<file path="src/rtl/dc_adpcm_multi_if.sv">
// Handshake bundle for dc_adpcm_multi: input word stream and decoded output stream.
// slave = decoder side, master = the stimulus/upstream+downstream side.
interface dc_adpcm_multi_if #(
    parameter int unsigned CH = 2,
    parameter int unsigned SW = 8
) ();
    logic              in_valid;
    logic              in_ready;
    logic              in_raw;
    logic [CH*SW-1:0]  din;
    logic              out_valid;
    logic              out_ready;
    logic [CH*SW-1:0]  dout;
    logic              out_err;

    modport slave (
        input  in_valid, in_raw, din, out_ready,
        output in_ready, out_valid, dout, out_err
    );

    modport master (
        output in_valid, in_raw, din, out_ready,
        input  in_ready, out_valid, dout, out_err
    );
endinterface

</file>
<file path="src/rtl/dc_adpcm_multi.sv">
// N-channel ADPCM-style decoder: raw key words load predictors, delta words update them with saturation.
// Optional macro ADPCM_ADAPT_EN adds a per-channel adaptive step index (0..3).
module dc_adpcm_multi #(
    parameter int unsigned CH      = 2,
    parameter int unsigned SW      = 8,
    parameter int unsigned DW      = 4,
    parameter int unsigned STEP    = 32,
    parameter int unsigned MAX_RUN = 16
) (
    input  logic             clk,
    input  logic             rst,
    dc_adpcm_multi_if.slave  bus
);
    localparam int unsigned RW = $clog2(MAX_RUN + 1);
    localparam int unsigned MW = SW + DW;
    localparam logic [DW-2:0] MAG_MAX = '1;

    typedef enum logic {WAIT_KEY, RUN} state_t;

    state_t           state_q, state_d;
    logic [RW-1:0]    run_q, run_d;
    logic             out_valid_q, out_valid_d;
    logic [CH*SW-1:0] dout_q, dout_d;
    logic [CH*SW-1:0] dec;
    logic             accept;
    logic             err;

    logic [SW-1:0]    step  [CH];
    logic [DW-1:0]    code  [CH];
    logic [MW-1:0]    mag_x [CH];
    logic [MW:0]      p_n   [CH];

`ifdef ADPCM_ADAPT_EN
    logic [1:0]       k_q [CH];
    logic [1:0]       k_d [CH];
    logic [SW+2:0]    s_sh [CH];

    always_comb begin
        for (int unsigned c = 0; c < CH; c++) begin
            s_sh[c] = (SW+3)'(STEP) << k_q[c];
            step[c] = (s_sh[c] > (SW+3)'({SW{1'b1}})) ? '1 : s_sh[c][SW-1:0];
        end
    end
`else
    always_comb begin
        for (int unsigned c = 0; c < CH; c++) begin
            step[c] = SW'(STEP);
        end
    end
`endif

    // The output register doubles as the predictor: both always hold the same value.
    always_comb begin
        dec = dout_q;
        for (int unsigned c = 0; c < CH; c++) begin
            code[c]  = bus.din[c*DW +: DW];
            mag_x[c] = MW'(code[c][DW-2:0]) * MW'(step[c]);
            if (code[c][DW-1])
                p_n[c] = {1'b0, MW'(dout_q[c*SW +: SW])} + {1'b0, mag_x[c]};
            else
                p_n[c] = {1'b0, MW'(dout_q[c*SW +: SW])} - {1'b0, mag_x[c]};
            // Top bit set means the subtraction went below zero.
            if (p_n[c][MW])
                dec[c*SW +: SW] = '0;
            else if (p_n[c][MW-1:SW] != '0)
                dec[c*SW +: SW] = '1;
            else
                dec[c*SW +: SW] = p_n[c][SW-1:0];
        end
    end

    assign bus.in_ready  = ~out_valid_q | bus.out_ready;
    assign bus.out_valid = out_valid_q;
    assign bus.dout      = dout_q;
    assign bus.out_err   = err & ~rst;

    always_comb begin
        state_d     = state_q;
        run_d       = run_q;
        dout_d      = dout_q;
        out_valid_d = out_valid_q & ~bus.out_ready;
        err         = 1'b0;
`ifdef ADPCM_ADAPT_EN
        k_d         = k_q;
`endif
        accept      = bus.in_valid & bus.in_ready;
        if (accept) begin
            if (bus.in_raw) begin
                dout_d      = bus.din;
                out_valid_d = 1'b1;
                run_d       = '0;
                state_d     = RUN;
`ifdef ADPCM_ADAPT_EN
                for (int unsigned c = 0; c < CH; c++) k_d[c] = '0;
`endif
            end else begin
                case (state_q)
                    WAIT_KEY: err = 1'b1;
                    RUN: begin
                        if (run_q == RW'(MAX_RUN)) begin
                            err     = 1'b1;
                            state_d = WAIT_KEY;
                        end else begin
                            dout_d      = dec;
                            out_valid_d = 1'b1;
                            run_d       = run_q + 1'b1;
`ifdef ADPCM_ADAPT_EN
                            for (int unsigned c = 0; c < CH; c++) begin
                                if (code[c][DW-2:0] == MAG_MAX && k_q[c] != 2'd3)
                                    k_d[c] = k_q[c] + 2'd1;
                                else if (code[c][DW-2:0] == '0 && k_q[c] != 2'd0)
                                    k_d[c] = k_q[c] - 2'd1;
                            end
`endif
                        end
                    end
                    default: state_d = WAIT_KEY;
                endcase
            end
        end
    end

    always_ff @(posedge clk) begin
        if (rst) begin
            state_q     <= WAIT_KEY;
            run_q       <= '0;
            out_valid_q <= 1'b0;
            dout_q      <= '0;
`ifdef ADPCM_ADAPT_EN
            for (int unsigned c = 0; c < CH; c++) k_q[c] <= '0;
`endif
        end else begin
            state_q     <= state_d;
            run_q       <= run_d;
            out_valid_q <= out_valid_d;
            dout_q      <= dout_d;
`ifdef ADPCM_ADAPT_EN
            for (int unsigned c = 0; c < CH; c++) k_q[c] <= k_d[c];
`endif
        end
    end
endmodule

</file>
<file path="src/flat_wrapper.sv">
// flat-port wrapper written by rule: the top's interface ports become plain ports
module dc_adpcm_multi_flat 
#(
    parameter int unsigned CH      = 2,
    parameter int unsigned SW      = 8,
    parameter int unsigned DW      = 4,
    parameter int unsigned STEP    = 32,
    parameter int unsigned MAX_RUN = 16
)
  (clk, rst, bus_in_valid, bus_in_raw, bus_din, bus_out_ready, bus_in_ready, bus_out_valid, bus_dout, bus_out_err);
  dc_adpcm_multi_if #(.CH(CH), .SW(SW)) bus_i ();
  input  logic clk;
  input  logic rst;
  input wire logic [$bits(bus_i.in_valid)-1:0] bus_in_valid;
  input wire logic [$bits(bus_i.in_raw)-1:0] bus_in_raw;
  input wire logic [$bits(bus_i.din)-1:0] bus_din;
  input wire logic [$bits(bus_i.out_ready)-1:0] bus_out_ready;
  output wire logic [$bits(bus_i.in_ready)-1:0] bus_in_ready;
  output wire logic [$bits(bus_i.out_valid)-1:0] bus_out_valid;
  output wire logic [$bits(bus_i.dout)-1:0] bus_dout;
  output wire logic [$bits(bus_i.out_err)-1:0] bus_out_err;
  assign bus_i.in_valid = bus_in_valid;
  assign bus_i.in_raw = bus_in_raw;
  assign bus_i.din = bus_din;
  assign bus_i.out_ready = bus_out_ready;
  assign bus_in_ready = bus_i.in_ready;
  assign bus_out_valid = bus_i.out_valid;
  assign bus_dout = bus_i.dout;
  assign bus_out_err = bus_i.out_err;
  dc_adpcm_multi #(.CH(CH), .SW(SW), .DW(DW), .STEP(STEP), .MAX_RUN(MAX_RUN)) u_core (.clk(clk), .rst(rst), .bus(bus_i));
endmodule
</file>
<file path="config.mk">
export PLATFORM = sky130hd
export DESIGN_NAME = dc_adpcm_multi_flat
export DESIGN_NICKNAME = d
export VERILOG_FILES = /design/src/rtl/dc_adpcm_multi_if.sv /design/src/rtl/dc_adpcm_multi.sv /design/src/flat_wrapper.sv
export SDC_FILE = /design/constraint.sdc
export NUM_CORES = 1
export LEC_CHECK = 0
export CAP_MARGIN = 5
export CORE_UTILIZATION = 35
export DETAILED_ROUTE_END_ITERATION = 7
export GPL_TIMING_DRIVEN = 0
export PLACE_DENSITY = 0.6
export SYNTH_ARGS = -nofsm -noshare
export SYNTH_HDL_FRONTEND = slang
export SYNTH_SLANG_ARGS = --single-unit
</file>
<file path="constraint.sdc">
create_clock -name clk -period 3.17 [get_ports clk]
set_input_delay 0.634 -clock clk [delete_from_list [all_inputs] [get_ports clk]]
set_output_delay 0.634 -clock clk [all_outputs]
set_load 0.02 [all_outputs]
</file>
==> flow_summary.yaml, run 1 <==
placed_design:
  gp_congestion: 0.7567
  port_buffers: 36
  dp_slack_ns: 0.2253
  dp_hpwl_um: 2928
power_and_ir_drop:
  power_density_mw_per_mm2: 369.3
  leakage_nw: 0.7783
  ir_drop_mv: 0.1346
floorplan:
  die_area_mm2: 0.004817
  start_util: 0.3652
  die_y_um: 69.41
  fp-row-count: 24
  ios: 40
  coreArea_mm2: 0.004354
  die_x_um: 69.41
yosys:
  synthCells: 181
  yosysSeqAreaShare: 0.2895
  ys.warnings.count: 0
  synth_nets: 220
  synthXorXnorAreaFrac: 0.03304
  synth_compound_area_frac: 0.2541
  avgSynthCellArea_um2: 8.786
  syn-cell-area_mm2: 0.001590
  synthSimpleGateAreaFrac: 0.1652
  synth_seq_cells: 23
  synth_top_area_frac: 0.2895
  synth_top_family_by_area: "compound AO/OA/AOI/OAI gates"
  synth_cell_types: 34
  synth.largest_area_cell: "dfxtp_1"
  synthMuxAreaShare: 0.01259
  synthTopCellsByArea: "dfxtp_1 29%, ha_1 11%, a311oi_1 5.5%"
  synthAdderAreaFrac: 0.1605
detailed_routing:
  first_iter_violations: 49
  wl_per_cell_um: 13.47
  routed_wl_um: 3677
  first_pass_iters: 4
  drt.antenna.violating_nets: 0
  via_per_inst: 5.249
  route.detailed.drc: 0
  num_vias: 1433
cells_and_area:
  multi_input_area_um2: 994.7
  syn2layout_area_growth_pct: 29.66
  utilization: 0.4736
  nFillCells: 436
  antenna_cells: 0
  regArea_um2: 460.4
  drive_above_1_share: 0.09502
  final_nets: 261
critical_path:
  cp_max_fo: 7
  cp_data_required_time_ns: 2.54
  start_kind: "input port"
  crit_type: "in -> out"
  timing.rr.start: "u_core.bus.dout[13]$_SDFFE_PP0P_"
  crit_path_end_kind: "primary output"
  arrival_ns: 2.28
  critPathLaunch: "bus_out_ready"
sta:
  finalMaxSlewViolations: 0
  setup_viol: 0
  fin_tns_setup_ns: 0
  finClkSkew_ns: 0.004267
  rsz0062_at_grt: "false"
  period_share: 0.9200
  period_minus_slack_ns: 2.916
  worst_hold_slack_ns: 0.5091
  tightest_slew_ns: 0.4986
  relSlewSlack: 0.6676
  fmax_mhz: 342.9
  setup_slack_ns: 0.2537
  hold_violations: 0
grt:
  antenna_found_initial: 0
  grt_first_pass_wirelength_um: 6410
  grtUsageTotal: 0.1630
  grt_pass1_vias: 1418
  grt_max_degree: 14
  grt_overflow: 0
clock_tree:
  clockBufferDepth: 2
  cts_resized: 0
  hold_buffers: 0
  postCtsSetupBuffers: 0
  clock_latency_ns: 0.27
  clockRootBuffer: "clkbuf_8"
  clock-sinks: 23
  cts_buffers: 3
  h-tree-depth: 1
  cts_tree: "yes"
  clk_pin_slew_ns: 0.08
worst_hold_path:
  holdCritPathClass: "reg -> reg"
  hold_path_startpoint: "u_core.run_q[1]$_SDFFE_PP0P_"
run_status:
  status: "finished, final reports clean"
run:
  maxCapViolations: 0
==> stage by stage <==
stage / total power, mW / area (um2) / cells
6_report: 0.7615 / 2062 / 273
5_1_grt: 0.8110 / 2062 / 273
4_1_cts: 0.7695 / 2062 / 273
3_5_place_dp: 0.5818 / 2016 / 269
3_3_place_gp: 0.5794 / 2016 / 269
2_1_floorplan: 0.4868 / 1590 / 181
==> report_power, final <==
group,internal (mW),switching [mW],leakage (nW),total (mW)
logic,0.117,0.130,0.564,0.247
clock network,0.0879,0.100,0.0255,0.188
registers,0.309,0.0167,0.189,0.326
total,0.515,0.247,0.778,0.761
==> sequential cells by signal, summed over array words and instances, names as in the netlist <==
register and flops:
u_core.bus.dout 16, u_core.run_q 5, u_core.bus.out_valid 1, u_core.state_q 1
==> per-layer routing <==
metal,routed length [um],global-route usage,vias to the layer above
met1,1811,0.2218,671
met3,122,0.02180,5
met4,49,0.04762,0
li1,-,-,729
met5,0,0,-
met2,1693,0.2686,28
==> logic make-up after synthesis <==
| logic type | count (synthesis) |
|---|---|
| AO/OA/AOI/OAI | 55 |
| AND/OR/NAND/NOR | 47 |
| buffers and inverters | 30 |
| flip-flops | 23 |
| adder cells (fa/ha/maj) | 18 |
| XOR/XNOR | 6 |
| multiplexers | 2 |
==> synthesized netlist by cell type, drive strengths merged <==
cell	instances
buf	6
a221oi	6
clkbuf	3
o211ai	2
nor2	11
xnor2	4
and2	2
a21o	2
nand2	14
ha	14
fa	4
inv	21
a211oi	6
nor3b	2
xor2	2
a221o	6
a311oi	10
dfxtp	23
o21ai	5
nor3	4
mux2i	2
nor2b	2
a21oi	18
or2	1
nand4bb	1
nand3	4
nand2b	6
==> area by class of cell <==
type                            instances  share of cell area
Clock inverter                          1            0.002427
Clock buffer                            3             0.02002
Timing Repair Buffer                   36              0.1748
Sequential cell                        23              0.2233
Inverter                               21             0.03823
Tap cell                               52             0.03155
Multi-Input combinational cell        128              0.4824
Buffer                                  9             0.02731
==> critical path: stages <==
cell             delay, ns
clkdlybuf4s50_1       0.44
nand2b_1              0.16
nand2_1               0.18
nor3b_1               0.23
clkdlybuf4s50_1       0.63
==> cell usage in the layout (no fill, tap or decap), types with 5 or more instances in the layout <==
master,n
nor2_1,8
a211oi_1,6
dfxtp_1,23
inv_1,19
a21oi_1,17
o21ai_0,5
a311oi_1,10
ha_1,14
a221oi_1,6
nand2_1,14
nand2b_1,6
clkdlybuf4s50_1,36
==> path summary, 6_finish.rpt <==
check	endpoint	cells after the start	slack, ns
worst max-delay path	bus_out_err	5	0.25
worst max register to register	u_core.bus.dout[15]$_SDFFE_PP0P_	9	1.24
worst min-delay path	u_core.run_q[1]$_SDFFE_PP0P_	2	0.51
worst min register to register	u_core.run_q[1]$_SDFFE_PP0P_	2	0.51
No activity file was read; power rests on OpenSTA's default activity.
==> run 2: changes to the inputs <==
--- a/config.mk
+++ b/config.mk
@@ -6,6 +6,7 @@
 export NUM_CORES = 1
 export LEC_CHECK = 0
 export CAP_MARGIN = 5
+export CORE_ASPECT_RATIO = 1.2
 export CORE_UTILIZATION = 35
 export DETAILED_ROUTE_END_ITERATION = 7
 export GPL_TIMING_DRIVEN = 0
==> run 2 against run 1 <==
Effect of this change: wire length shrank 0.24%; global-route usage shrank 0.086 points; setup slack gained 0.010 ns; largest cell class unchanged; critical path depth is the same; register-to-register slack gained 0.03 ns; clock skew shrank 0.00069 ns; maximum frequency grew 0.34%; design area grew 0.24%; non-clock buffer count is the same; combinational power is essentially flat; highest routed layer unchanged; sequential power is essentially flat; core utilization grew 0.78 points.
==> flow_summary.yaml, run 2 (synthesis gave the netlist of run 1 again) <==
clock_tree:
  cts_tree: "yes"
  postCtsSetupBuffers: 0
  h-tree-depth: 1
  clock_latency_ns: 0.27
  cts_resized: 0
  clock-sinks: 23
  cts_buffers: 3
  clockRootBuffer: "clkbuf_8"
  clockBufferDepth: 2
  clk_pin_slew_ns: 0.09
  hold_buffers: 0
sta:
  hold_violations: 0
  period_minus_slack_ns: 2.906
  setup_viol: 0
  relSlewSlack: 0.6550
  fin_tns_setup_ns: 0
  period_share: 0.9168
  fmax_mhz: 344.1
  tightest_slew_ns: 0.5175
  finalMaxSlewViolations: 0
  finClkSkew_ns: 0.003582
  rsz0062_at_grt: "false"
critical_path:
  slowest_stage: "clkdlybuf4s50_1"
  cp_data_required_time_ns: 2.54
  crit_type: "in -> out"
  crit_path_end_kind: "primary output"
  timing.rr.start: "u_core.bus.dout[6]$_SDFFE_PP0P_"
  cp_max_fo: 7
  critical_path.cell_chain: "clkdlybuf4s50_1 -> nand2b_1 -> nand2_1 -> nor3b_1 -> clkdlybuf4s50_1"
  start_kind: "input port"
  critPathLaunch: "bus_out_ready"
  slowest_delay_ns: 0.63
  critPathMostFrequentCell: "clkdlybuf4s50_1"
  arrival_ns: 2.27
power_and_ir_drop:
  ir_drop_mv: 0.1756
  p_int_uw: 514.9
  power_frac_clock: 0.248
  combPwrFrac: 0.324
  swShare: 0.3241
  p_total_uw: 761.8
  power_density_mw_per_mm2: 368.5
  leakage_nw: 0.7783
  power_switching_uw: 246.9
  p_seq_frac: 0.428
cells_and_area:
  final_cell_mix: "36 x clkdlybuf4s50_1, 23 x dfxtp_1, 19 x inv_1, 17 x a21oi_1"
  largest_reg_flops: 16
  final_nets: 261
  antenna_cells: 0
  layout_commonest_cell: "clkdlybuf4s50_1"
  syn2layout_area_growth_pct: 29.98
  utilization: 0.4814
  design_area_mm2: 0.002067
  drive_above_1_share: 0.09502
placed_design:
  gp_congestion: 0.7830
  placed_area_mm2: 0.002021
  dp_hpwl_um: 2855
  port_buffers: 36
grt:
  grt_overflow: 0
  grt_pass1_vias: 1349
  grt_max_degree: 14
  grt_first_pass_wirelength_um: 6072
  antenna_found_initial: 0
  grtUsageTotal: 0.1621
floorplan:
  coreArea_mm2: 0.004294
  fp-row-count: 26
  die_area_mm2: 0.004818
  die_y_um: 75.84
  start_util: 0.3703
  ios: 40
  die_x_um: 63.54
worst_hold_path:
  hold_path_startpoint: "u_core.run_q[1]$_SDFFE_PP0P_"
  holdCritPathClass: "reg -> reg"
detailed_routing:
  first_iter_violations: 57
  wl_per_cell_um: 13.24
  via_per_inst: 5.159
  num_vias: 1429
  drt.antenna.violating_nets: 0
  first_pass_iters: 4
  route.detailed.drc: 0
  routed_wl_um: 3668
run_status:
  status: "finished, final reports clean"
run:
  maxCapViolations: 0
==> run 2: cell counts in the layout (fill, tap and decap cells not counted) <==
No cell type changed its count.
==> run 2: through the flow <==
| step | cells | setup WS, ns | hold WS (ns) |
|---|---|---|---|
| 6_report | 277 | 0.2637 | 0.4937 |
| 5_1_grt | 277 | 0.1372 | 0.5332 |
| 4_1_cts | 277 | 0.2500 | 0.4991 |
| 3_5_place_dp | 273 | 0.2524 | 0.4871 |
| 3_3_place_gp | 273 | 0.2300 | 0.4781 |
| 2_1_floorplan | 181 | 0.8832 | 0.4615 |
==> run 2: area by class of cell <==
class	instances	area, um2
Tap cell	56	70.07
Multi-Input combinational cell	128	994.7
Clock buffer	3	41.29
Buffer	9	56.30
Timing Repair Buffer	36	360.3
Sequential cell	23	460.4
Inverter	21	78.83
Fill cell	451	2227
Clock inverter	1	5.005
==> run 2: power by group through the flow <==
stage / registers [mW] / clock network (mW) / logic, mW
4_1_cts: 0.327 / 0.192 / 0.249
3_3_place_gp: 0.333 / 0 / 0.246
5_1_grt: 0.330 / 0.206 / 0.273
2_1_floorplan: 0.353 / 0 / 0.134
3_5_place_dp: 0.333 / 0 / 0.248
6_report: 0.326 / 0.189 / 0.246
==> run 2: worst max-delay path, delay by kind of cell <==
kind          cells  cell delay [ns]
buf+inv           2             1.08
simple gates      3             0.56
==> run 2: path summary, 6_finish.rpt <==
check,to,slack [ns],cells after the start
setup / recovery,bus_out_err,0.26,5
hold / removal,u_core.run_q[1]$_SDFFE_PP0P_,0.49,2
setup reg to reg,u_core.bus.dout[5]$_SDFFE_PP0P_,1.27,6
hold reg to reg,u_core.run_q[1]$_SDFFE_PP0P_,0.49,2
==> run 2: per-layer routing <==
layer / GRT usage / share of wire
met2: 0.2849 / 0.47
met5: 0 / 0
met4: 0.05303 / 0.0090
met3: 0.02246 / 0.034
met1: 0.2058 / 0.48
